**src/rtl/spi_cfg_pkg.sv**
```systemverilog
// ---------------------------------------------------------------------------
// spi_cfg_pkg
// Shared definitions for the SPI configuration sequencer:
//   - frame field widths (address, payload, readback)
//   - the sequencer state encoding
//   - the default configuration table, one {addr,data} word per entry
// ---------------------------------------------------------------------------
package spi_cfg_pkg;

    localparam int ADDR_W   = 4;
    localparam int DATA_W   = 16;
    localparam int RDBK_W   = 24;
    localparam int MAX_REGS = 16;
    localparam int ENTRY_W  = ADDR_W + DATA_W;

    typedef enum logic [2:0] {
        ST_IDLE,
        ST_PWR_WAIT,
        ST_LOAD,
        ST_SEND,
        ST_WAIT_DONE,
        ST_GAP,
        ST_DONE,
        ST_ERROR
    } state_t;

    // Default power-up register image. Each word is {addr, data}, and
    // entries are issued in index order.
    function automatic logic [ENTRY_W-1:0] cfg_default_entry(input logic [3:0] idx);
        logic [ENTRY_W-1:0] entry;
        entry = '0;
        case (idx)
            4'd0:  entry = {4'h4, 16'hE6B6};
            4'd1:  entry = {4'h0, 16'h0001};
            4'd2:  entry = {4'h1, 16'h00A5};
            4'd3:  entry = {4'h2, 16'h1234};
            4'd4:  entry = {4'h3, 16'h8000};
            4'd5:  entry = {4'h5, 16'h0F0F};
            4'd6:  entry = {4'h6, 16'hC3C3};
            4'd7:  entry = {4'h7, 16'hFFFF};
            4'd8:  entry = {4'h8, 16'h0800};
            4'd9:  entry = {4'h9, 16'h0900};
            4'd10: entry = {4'hA, 16'h0A00};
            4'd11: entry = {4'hB, 16'h0B00};
            4'd12: entry = {4'hC, 16'h0C00};
            4'd13: entry = {4'hD, 16'h0D00};
            4'd14: entry = {4'hE, 16'h0E00};
            default: entry = {4'hF, 16'h0F00};
        endcase
        return entry;
    endfunction

endpackage

```
**src/rtl/spi_cfg_sequencer_rom.sv**
```systemverilog
// ---------------------------------------------------------------------------
// spi_cfg_sequencer_rom
// Combinational lookup of the configuration table.
// Ports:
//   i_index  [3:0]   table entry to read
//   o_addr   [3:0]   register address of that entry
//   o_data   [15:0]  payload of that entry
// Entries at or beyond NUM_REGS read as zero.
// ---------------------------------------------------------------------------
module spi_cfg_sequencer_rom
    import spi_cfg_pkg::*;
#(
    parameter int NUM_REGS = 8
) (
    input  logic [3:0]        i_index,
    output logic [ADDR_W-1:0] o_addr,
    output logic [DATA_W-1:0] o_data
);

    logic [ENTRY_W-1:0] w_entry;

    // Mask off entries the sequencer never issues so they read as zero.
    always_comb begin
        w_entry = '0;
        if (int'(i_index) < NUM_REGS) begin
            w_entry = cfg_default_entry(i_index);
        end
    end

    assign o_addr = w_entry[ENTRY_W-1:DATA_W];
    assign o_data = w_entry[DATA_W-1:0];

endmodule

```
**src/rtl/spi_cfg_sequencer.sv**
```systemverilog
// ---------------------------------------------------------------------------
// spi_cfg_sequencer
// Upstream driver for spi_master: walks NUM_REGS {addr,data} table words,
// requests one SPI frame per word, waits for its acknowledge, leaves an
// idle gap between frames and reports completion, progress and timeouts.
// Ports:
//   i_sys_clk      system clock, rising edge
//   i_sys_rst_n    asynchronous active-low reset
//   i_start        level; a rising edge (re)starts a run from IDLE/DONE/ERROR
//   i_send_done    from spi_master; rising edge acknowledges the frame
//   i_data_out     from spi_master; readback captured on the acknowledge
//   o_addr         register address of the current frame
//   o_data_in      payload of the current frame
//   o_spi_send     frame request level
//   o_cfg_busy     run in progress
//   o_cfg_done     all frames acknowledged
//   o_cfg_err      a frame timed out
//   o_cfg_index    frame in flight / last acknowledged
//   o_last_rdbk    readback captured at the most recent acknowledge
// ---------------------------------------------------------------------------
module spi_cfg_sequencer
    import spi_cfg_pkg::*;
#(
    parameter int NUM_REGS       = 8,
    parameter int START_DELAY    = 1000,
    parameter int GAP_CYCLES     = 50,
    parameter int TIMEOUT_CYCLES = 4096
) (
    input  logic              i_sys_clk,
    input  logic              i_sys_rst_n,
    input  logic              i_start,
    input  logic              i_send_done,
    input  logic [RDBK_W-1:0] i_data_out,
    output logic [ADDR_W-1:0] o_addr,
    output logic [DATA_W-1:0] o_data_in,
    output logic              o_spi_send,
    output logic              o_cfg_busy,
    output logic              o_cfg_done,
    output logic              o_cfg_err,
    output logic [3:0]        o_cfg_index,
    output logic [RDBK_W-1:0] o_last_rdbk
);

    localparam int DLY_W = (START_DELAY    > 1) ? $clog2(START_DELAY)    : 1;
    localparam int GAP_W = (GAP_CYCLES     > 1) ? $clog2(GAP_CYCLES)     : 1;
    localparam int TO_W  = (TIMEOUT_CYCLES > 1) ? $clog2(TIMEOUT_CYCLES) : 1;

    localparam logic [DLY_W-1:0] DLY_LAST = DLY_W'(START_DELAY - 1);
    localparam logic [GAP_W-1:0] GAP_LAST = GAP_W'(GAP_CYCLES - 1);
    localparam logic [TO_W-1:0]  TO_LAST  = TO_W'(TIMEOUT_CYCLES - 1);
    localparam logic [3:0]       IDX_LAST = 4'(NUM_REGS - 1);

    state_t              r_state;
    state_t              w_next_state;

    logic                r_start_d;
    logic                r_done_d;
    logic                w_start_rise;
    logic                w_ack_rise;
    logic                w_restart;
    logic                w_advance;

    logic [DLY_W-1:0]    r_dly_cnt;
    logic [GAP_W-1:0]    r_gap_cnt;
    logic [TO_W-1:0]     r_to_cnt;

    logic [ADDR_W-1:0]   w_rom_addr;
    logic [DATA_W-1:0]   w_rom_data;

    logic [ADDR_W-1:0]   r_addr;
    logic [DATA_W-1:0]   r_data;
    logic                r_spi_send;
    logic                r_busy;
    logic                r_done;
    logic                r_err;
    logic [3:0]          r_index;
    logic [RDBK_W-1:0]   r_last_rdbk;

    spi_cfg_sequencer_rom #(
        .NUM_REGS (NUM_REGS)
    ) u_rom (
        .i_index (r_index),
        .o_addr  (w_rom_addr),
        .o_data  (w_rom_data)
    );

    // Edge detection only: a level that is already high when a state is
    // entered is never mistaken for a fresh start or acknowledge.
    always_ff @(posedge i_sys_clk or negedge i_sys_rst_n) begin
        if (!i_sys_rst_n) begin
            r_start_d <= 1'b0;
            r_done_d  <= 1'b0;
        end else begin
            r_start_d <= i_start;
            r_done_d  <= i_send_done;
        end
    end

    assign w_start_rise = i_start & ~r_start_d;
    assign w_ack_rise   = i_send_done & ~r_done_d;

    // Reset lands in PWR_WAIT so the device is configured without a start.
    always_ff @(posedge i_sys_clk or negedge i_sys_rst_n) begin
        if (!i_sys_rst_n) begin
            r_state <= ST_PWR_WAIT;
        end else begin
            r_state <= w_next_state;
        end
    end

    // Next-state logic. In WAIT_DONE the acknowledge is tested before the
    // timeout, so an ack on the expiry cycle still counts as success.
    always_comb begin
        w_next_state = r_state;
        w_restart    = 1'b0;
        w_advance    = 1'b0;
        case (r_state)
            ST_IDLE: begin
                if (w_start_rise) begin
                    w_next_state = ST_PWR_WAIT;
                    w_restart    = 1'b1;
                end
            end
            ST_PWR_WAIT: begin
                if (r_dly_cnt == DLY_LAST) begin
                    w_next_state = ST_LOAD;
                end
            end
            ST_LOAD: begin
                w_next_state = ST_SEND;
            end
            ST_SEND: begin
                w_next_state = ST_WAIT_DONE;
            end
            ST_WAIT_DONE: begin
                if (w_ack_rise) begin
                    w_next_state = ST_GAP;
                end else if (r_to_cnt == TO_LAST) begin
                    w_next_state = ST_ERROR;
                end
            end
            ST_GAP: begin
                if (r_gap_cnt == GAP_LAST) begin
                    if (r_index == IDX_LAST) begin
                        w_next_state = ST_DONE;
                    end else begin
                        w_next_state = ST_LOAD;
                        w_advance    = 1'b1;
                    end
                end
            end
            ST_DONE, ST_ERROR: begin
                if (w_start_rise) begin
                    w_next_state = ST_PWR_WAIT;
                    w_restart    = 1'b1;
                end
            end
            default: begin
                w_next_state = ST_IDLE;
            end
        endcase
    end

    // Each counter runs only in its own state, is cleared everywhere else
    // and holds at its terminal value instead of wrapping.
    always_ff @(posedge i_sys_clk or negedge i_sys_rst_n) begin
        if (!i_sys_rst_n) begin
            r_dly_cnt <= '0;
            r_gap_cnt <= '0;
            r_to_cnt  <= '0;
        end else begin
            if (r_state != ST_PWR_WAIT) begin
                r_dly_cnt <= '0;
            end else if (r_dly_cnt != DLY_LAST) begin
                r_dly_cnt <= r_dly_cnt + 1'b1;
            end

            if (r_state != ST_GAP) begin
                r_gap_cnt <= '0;
            end else if (r_gap_cnt != GAP_LAST) begin
                r_gap_cnt <= r_gap_cnt + 1'b1;
            end

            if (r_state != ST_WAIT_DONE) begin
                r_to_cnt <= '0;
            end else if (r_to_cnt != TO_LAST) begin
                r_to_cnt <= r_to_cnt + 1'b1;
            end
        end
    end

    // Outputs are registered from the next state so that they are all low
    // while reset is held. addr/data latch in LOAD, one cycle before
    // spi_send rises, and then stay put until the next LOAD.
    always_ff @(posedge i_sys_clk or negedge i_sys_rst_n) begin
        if (!i_sys_rst_n) begin
            r_addr      <= '0;
            r_data      <= '0;
            r_spi_send  <= 1'b0;
            r_busy      <= 1'b0;
            r_done      <= 1'b0;
            r_err       <= 1'b0;
            r_index     <= '0;
            r_last_rdbk <= '0;
        end else begin
            r_spi_send <= (w_next_state == ST_WAIT_DONE);
            r_busy     <= (w_next_state inside {ST_PWR_WAIT, ST_LOAD, ST_SEND,
                                                ST_WAIT_DONE, ST_GAP});
            r_done     <= (w_next_state == ST_DONE);
            r_err      <= (w_next_state == ST_ERROR);

            if (r_state == ST_LOAD) begin
                r_addr <= w_rom_addr;
                r_data <= w_rom_data;
            end

            if (w_restart) begin
                r_index <= '0;
            end else if (w_advance) begin
                r_index <= r_index + 1'b1;
            end

            if (r_state == ST_WAIT_DONE && w_ack_rise) begin
                r_last_rdbk <= i_data_out;
            end
        end
    end

    assign o_addr      = r_addr;
    assign o_data_in   = r_data;
    assign o_spi_send  = r_spi_send;
    assign o_cfg_busy  = r_busy;
    assign o_cfg_done  = r_done;
    assign o_cfg_err   = r_err;
    assign o_cfg_index = r_index;
    assign o_last_rdbk = r_last_rdbk;

endmodule
```
**config.mk**
```make
export PLATFORM = sky130hd
export DESIGN_NAME = spi_cfg_sequencer
export DESIGN_NICKNAME = d
export VERILOG_FILES = /design/src/rtl/spi_cfg_pkg.sv /design/src/rtl/spi_cfg_sequencer_rom.sv /design/src/rtl/spi_cfg_sequencer.sv
export SDC_FILE = /design/constraint.sdc
export NUM_CORES = 1
export LEC_CHECK = 0
export CORE_ASPECT_RATIO = 1.75
export CORE_MARGIN = 1.5
export CORE_UTILIZATION = 35
export DETAILED_ROUTE_END_ITERATION = 7
export GPL_TIMING_DRIVEN = 0
export PLACE_DENSITY = 0.73
export SYNTH_ARGS = -nofsm -noshare
export SYNTH_HDL_FRONTEND = slang
export SYNTH_SLANG_ARGS = --single-unit
```
**constraint.sdc**
```tcl
create_clock -name i_sys_clk -period 1.9 [get_ports i_sys_clk]
set_clock_uncertainty 0.2 [all_clocks]
set_input_delay 0.38 -clock i_sys_clk [delete_from_list [all_inputs] [get_ports i_sys_clk]]
set_output_delay 0.38 -clock i_sys_clk [all_outputs]
set_load 0.05 [all_outputs]
```
==> impl_metrics.env <==
export IMPL_status="complete, but fails checks"
export IMPL_violations="negative setup slack"
export IMPL_grt_pass1_vias=2950
export IMPL_start_kind="register"
export IMPL_cts_sinks=83
export IMPL_dpl_hpwl_mm=5.91
export IMPL_grt_first_pass_wirelength_mm=13.6
export IMPL_ant_nets=0
export IMPL_rrSetupSlack_ps=-90
export IMPL_fp_dieW_um=81.8
export IMPL_wire_per_inst_um=14.5
export IMPL_drt_iter0_drc=178
export IMPL_synth_area_per_cell_um2=11.2
export IMPL_synthDistinctLibCells=48
export IMPL_m1WireLength_mm=3.22
export IMPL_dpl_cell_area_um2=4800
export IMPL_nNetsFinal=480
export IMPL_maxSlewViolCount=0
export IMPL_crit_chain="inv_1 -> ha_1 -> or3b_4 -> or3_4 -> o211ai_4 -> nand2_2 -> o21ba_4"
export IMPL_start_util_pct=35.8
export IMPL_wl_met2_mm=4.51
export IMPL_cts_buffers=9
export IMPL_cp_arrival_ps=2070
export IMPL_routed_via_density=5.09
export IMPL_grt_usage_pct=15.2
export IMPL_ys_ff_latch=83
export IMPL_hp_class="in2async"
export IMPL_power_leakage_uw=0.00253
export IMPL_clock_path_buffers=2
export IMPL_setup_viol=7
export IMPL_fill_cells=963
export IMPL_p_per_area_nw_per_um2=1190
export IMPL_area_delta_synth_final_pct=38.4
export IMPL_top_layer="met4"
export IMPL_syn_cell_area_um2=3800
export IMPL_vias=2926
export IMPL_critPathSlowestCell="or3b_4"
export IMPL_dr_pass1_iters=4
export IMPL_syn_inst=341
export IMPL_die_h_um=141
export IMPL_clk_pin_slew_ps=60
export IMPL_fmax_mhz=502
export IMPL_insertion_delay_ps=330
export IMPL_clockRootBuffer="clkbuf_16"
export IMPL_port_buffers=78
export IMPL_place_gp_congestion=0.828
export IMPL_syn_nets=381
export IMPL_overflow=0
export IMPL_fin_util_pct=49.5
export IMPL_ys_warnings_count=0
export IMPL_final_min_clock_period_ps=1990
export IMPL_rows=50
export IMPL_hold_viol=0
export IMPL_drv_cap=0
export IMPL_period_share_pct=105
export IMPL_stdcell_area_um2=5260
export IMPL_cp_max_fo=3
export IMPL_pin_count=80
export IMPL_grt_max_degree=74
export IMPL_worst_pin_slew_ps=518
export IMPL_antenna_cells=0
export IMPL_layout_setup_ws_ps=-91.5
export IMPL_synth_edf_count=0
export IMPL_drive_gt1_share_pct=16.9
export IMPL_die_area_um2=11500
export IMPL_critical_path_class="reg2reg"
export IMPL_async_flop_share_pct=100
export IMPL_core_area_um2=10600
export IMPL_route_met3_wl_um=427
export IMPL_cts_tree="built"
export IMPL_finalWirelength_mm=8.35
export IMPL_cpPeakStageDelay_ps=410
export IMPL_slew_headroom_pct=65.6
export IMPL_synthFlopType="dfrtp_1"
export IMPL_synth_seq_area_share_pct=54.6
export IMPL_worstPathRequired_ps=1980
export IMPL_rsz0062_at_grt="true"
export IMPL_crit_path_end_kind="register"
export IMPL_antenna_found_initial=0
export IMPL_h_tree_depth=3
export IMPL_vdd_ir_drop_max_mv=0.812
export IMPL_drc=0
[cell families after synthesis]
kind of cell | after synthesis | share of synthesized area [%]
and+or+nand+nor | 118 | 15.8
AOI/OAI and AO/OA | 55 | 10.0
adders and majority gates | 12 | 3.95
muxes | 27 | 7.89
buffers and inverters | 25 | 2.99
xor gates and xnor gates | 20 | 4.61
other | 1 | 0.0986
DFF | 83 | 54.6
[per-stage QoR]
step / instances / setup TNS, ps / total power, µW / setup slack, ps / hold slack, ps
CTS: 574 / -333 / 6330 / -106 / 222
detailed placement: 550 / -10690 / 4560 / -409 / 35.4
global route: 575 / -993 / 6580 / -178 / 249
global placement: 549 / -225210 / 4500 / -2910 / 262
finish: 575 / -420 / 6290 / -91.5 / 234
floorplan: 341 / -193 / 3760 / -70.4 / -116
[cell type report]
| cell class | instances | area (µm²) | share of cell area (%) |
|---|---|---|---|
| clock inverter | 4 | 72.6 | 1.38 |
| tap | 130 | 163 | 3.09 |
| multi-input combinational | 233 | 1730 | 32.9 |
| clock buffer | 12 | 256 | 4.87 |
| inverter | 5 | 18.8 | 0.357 |
| timing repair buffer | 91 | 835 | 15.9 |
| sequential | 83 | 2080 | 39.6 |
| buffer | 17 | 101 | 1.93 |
[report_power, final]
group / switching, µW / internal, µW
logic: 1490 / 646
registers: 185 / 2080
clock network: 667 / 1220
[synth_stat cells, drive strengths merged (4+ instances only)]
| library cell | number | area share (%) |
|---|---|---|
| a21o | 5 | 0.99 |
| nor2 | 40 | 4.1 |
| o41ai | 5 | 1.2 |
| dfrtp | 82 | 54 |
| mux2 | 24 | 7.1 |
| nand4 | 6 | 0.99 |
| nand3 | 8 | 1.1 |
| xnor2 | 9 | 2.1 |
| nand2 | 30 | 3.0 |
| o31ai | 9 | 1.8 |
| clkbuf | 12 | 1.2 |
| nand3b | 4 | 0.79 |
| a31oi | 5 | 0.82 |
| ha | 12 | 3.9 |
| xor2 | 11 | 2.5 |
| or3 | 5 | 0.95 |
| buf | 8 | 1.3 |
| a21oi | 14 | 1.8 |
| o21ai | 7 | 0.92 |
| inv | 5 | 0.49 |
| nor2b | 4 | 0.66 |
| nor3 | 7 | 0.92 |
[what timing repair did]
| item | CTS | global route |
|---|---|---|
| endpoints found under the setup margin | 102 | 46 |
| buffers inserted | 9 | 2 |
| resized for setup | 70 | 17 |
| endpoints found under the hold margin | 17 | 0 |
| pin swaps | 6 | 3 |
| hold buffers | 1 | 0 |
[state kept, by name, summed over array words and instances, names as in the netlist, 3 cells and up]
name         flops
o_data_in       15
r_gap_cnt        6
o_last_rdbk     24
o_cfg_index      4
r_state          3
o_addr           3
r_dly_cnt       10
r_to_cnt        12
[path summary, 6_finish.rpt]
check / to / from / cells past startpoint
max in group asynchronous: r_state[0]$_DFF_PN1_ / i_sys_rst_n / 3
worst min register to register: o_data_in[0]$_DFFE_PN0N_ / o_data_in[0]$_DFFE_PN0N_ / 2
worst min-delay path: o_last_rdbk[15]$_DFFE_PN0P_ / i_sys_rst_n / 2
worst max register to register: o_cfg_done$_DFF_PN0_ / r_gap_cnt[1]$_DFFE_PN0P_ / 7
min in group i_sys_clk: o_data_in[0]$_DFFE_PN0N_ / o_data_in[0]$_DFFE_PN0N_ / 2
worst max-delay path: o_cfg_done$_DFF_PN0_ / r_gap_cnt[1]$_DFFE_PN0P_ / 7
[critical path: cells and delay by family (launching register included)]
kind | cells | cell delay, ps
flops | 1 | 370
fa+ha+maj | 1 | 120
buf+inv | 1 | 50
simple gates | 3 | 870
compound gates | 2 | 320
[metal layers]
layer  vias up  GRT usage (%)
met3        14           4.34
met5         -              0
met1      1450           15.9
li1       1393              -
met2        69           26.7
met4         0           7.85
[cells in the final DEF, fill, tap and decap left out, types with 2 or more instances in the layout]
master           count
ha_1                10
and4_1               2
clkbuf_8             3
o41ai_1              5
o31ai_1              9
nand4_1              6
nor2_1              38
nand2_1             28
mux2_1              24
xor2_1              11
nand3b_1             4
a21o_1               5
buf_2                3
inv_2                3
nand2_2              2
dlygate4sd2_1       48
clkdlybuf4s50_1     26
bufinv_16            2
or3_1                3
inv_1                2
nor3_1               6
dfrtp_1             78
clkbuf_1             5
clkbuf_16            9
dfrtp_2              4
xnor2_1              9
a21oi_1             13
or3_4                2
buf_4               16
a31oi_1              4
nor4b_4              2
nand2b_1             2
o21ai_0              7
clkbuf_2             5
a211oi_1             2
nand3_1              8
nor2b_1              3
mux2i_1              3
No activity file was read; power rests on OpenSTA's default activity.
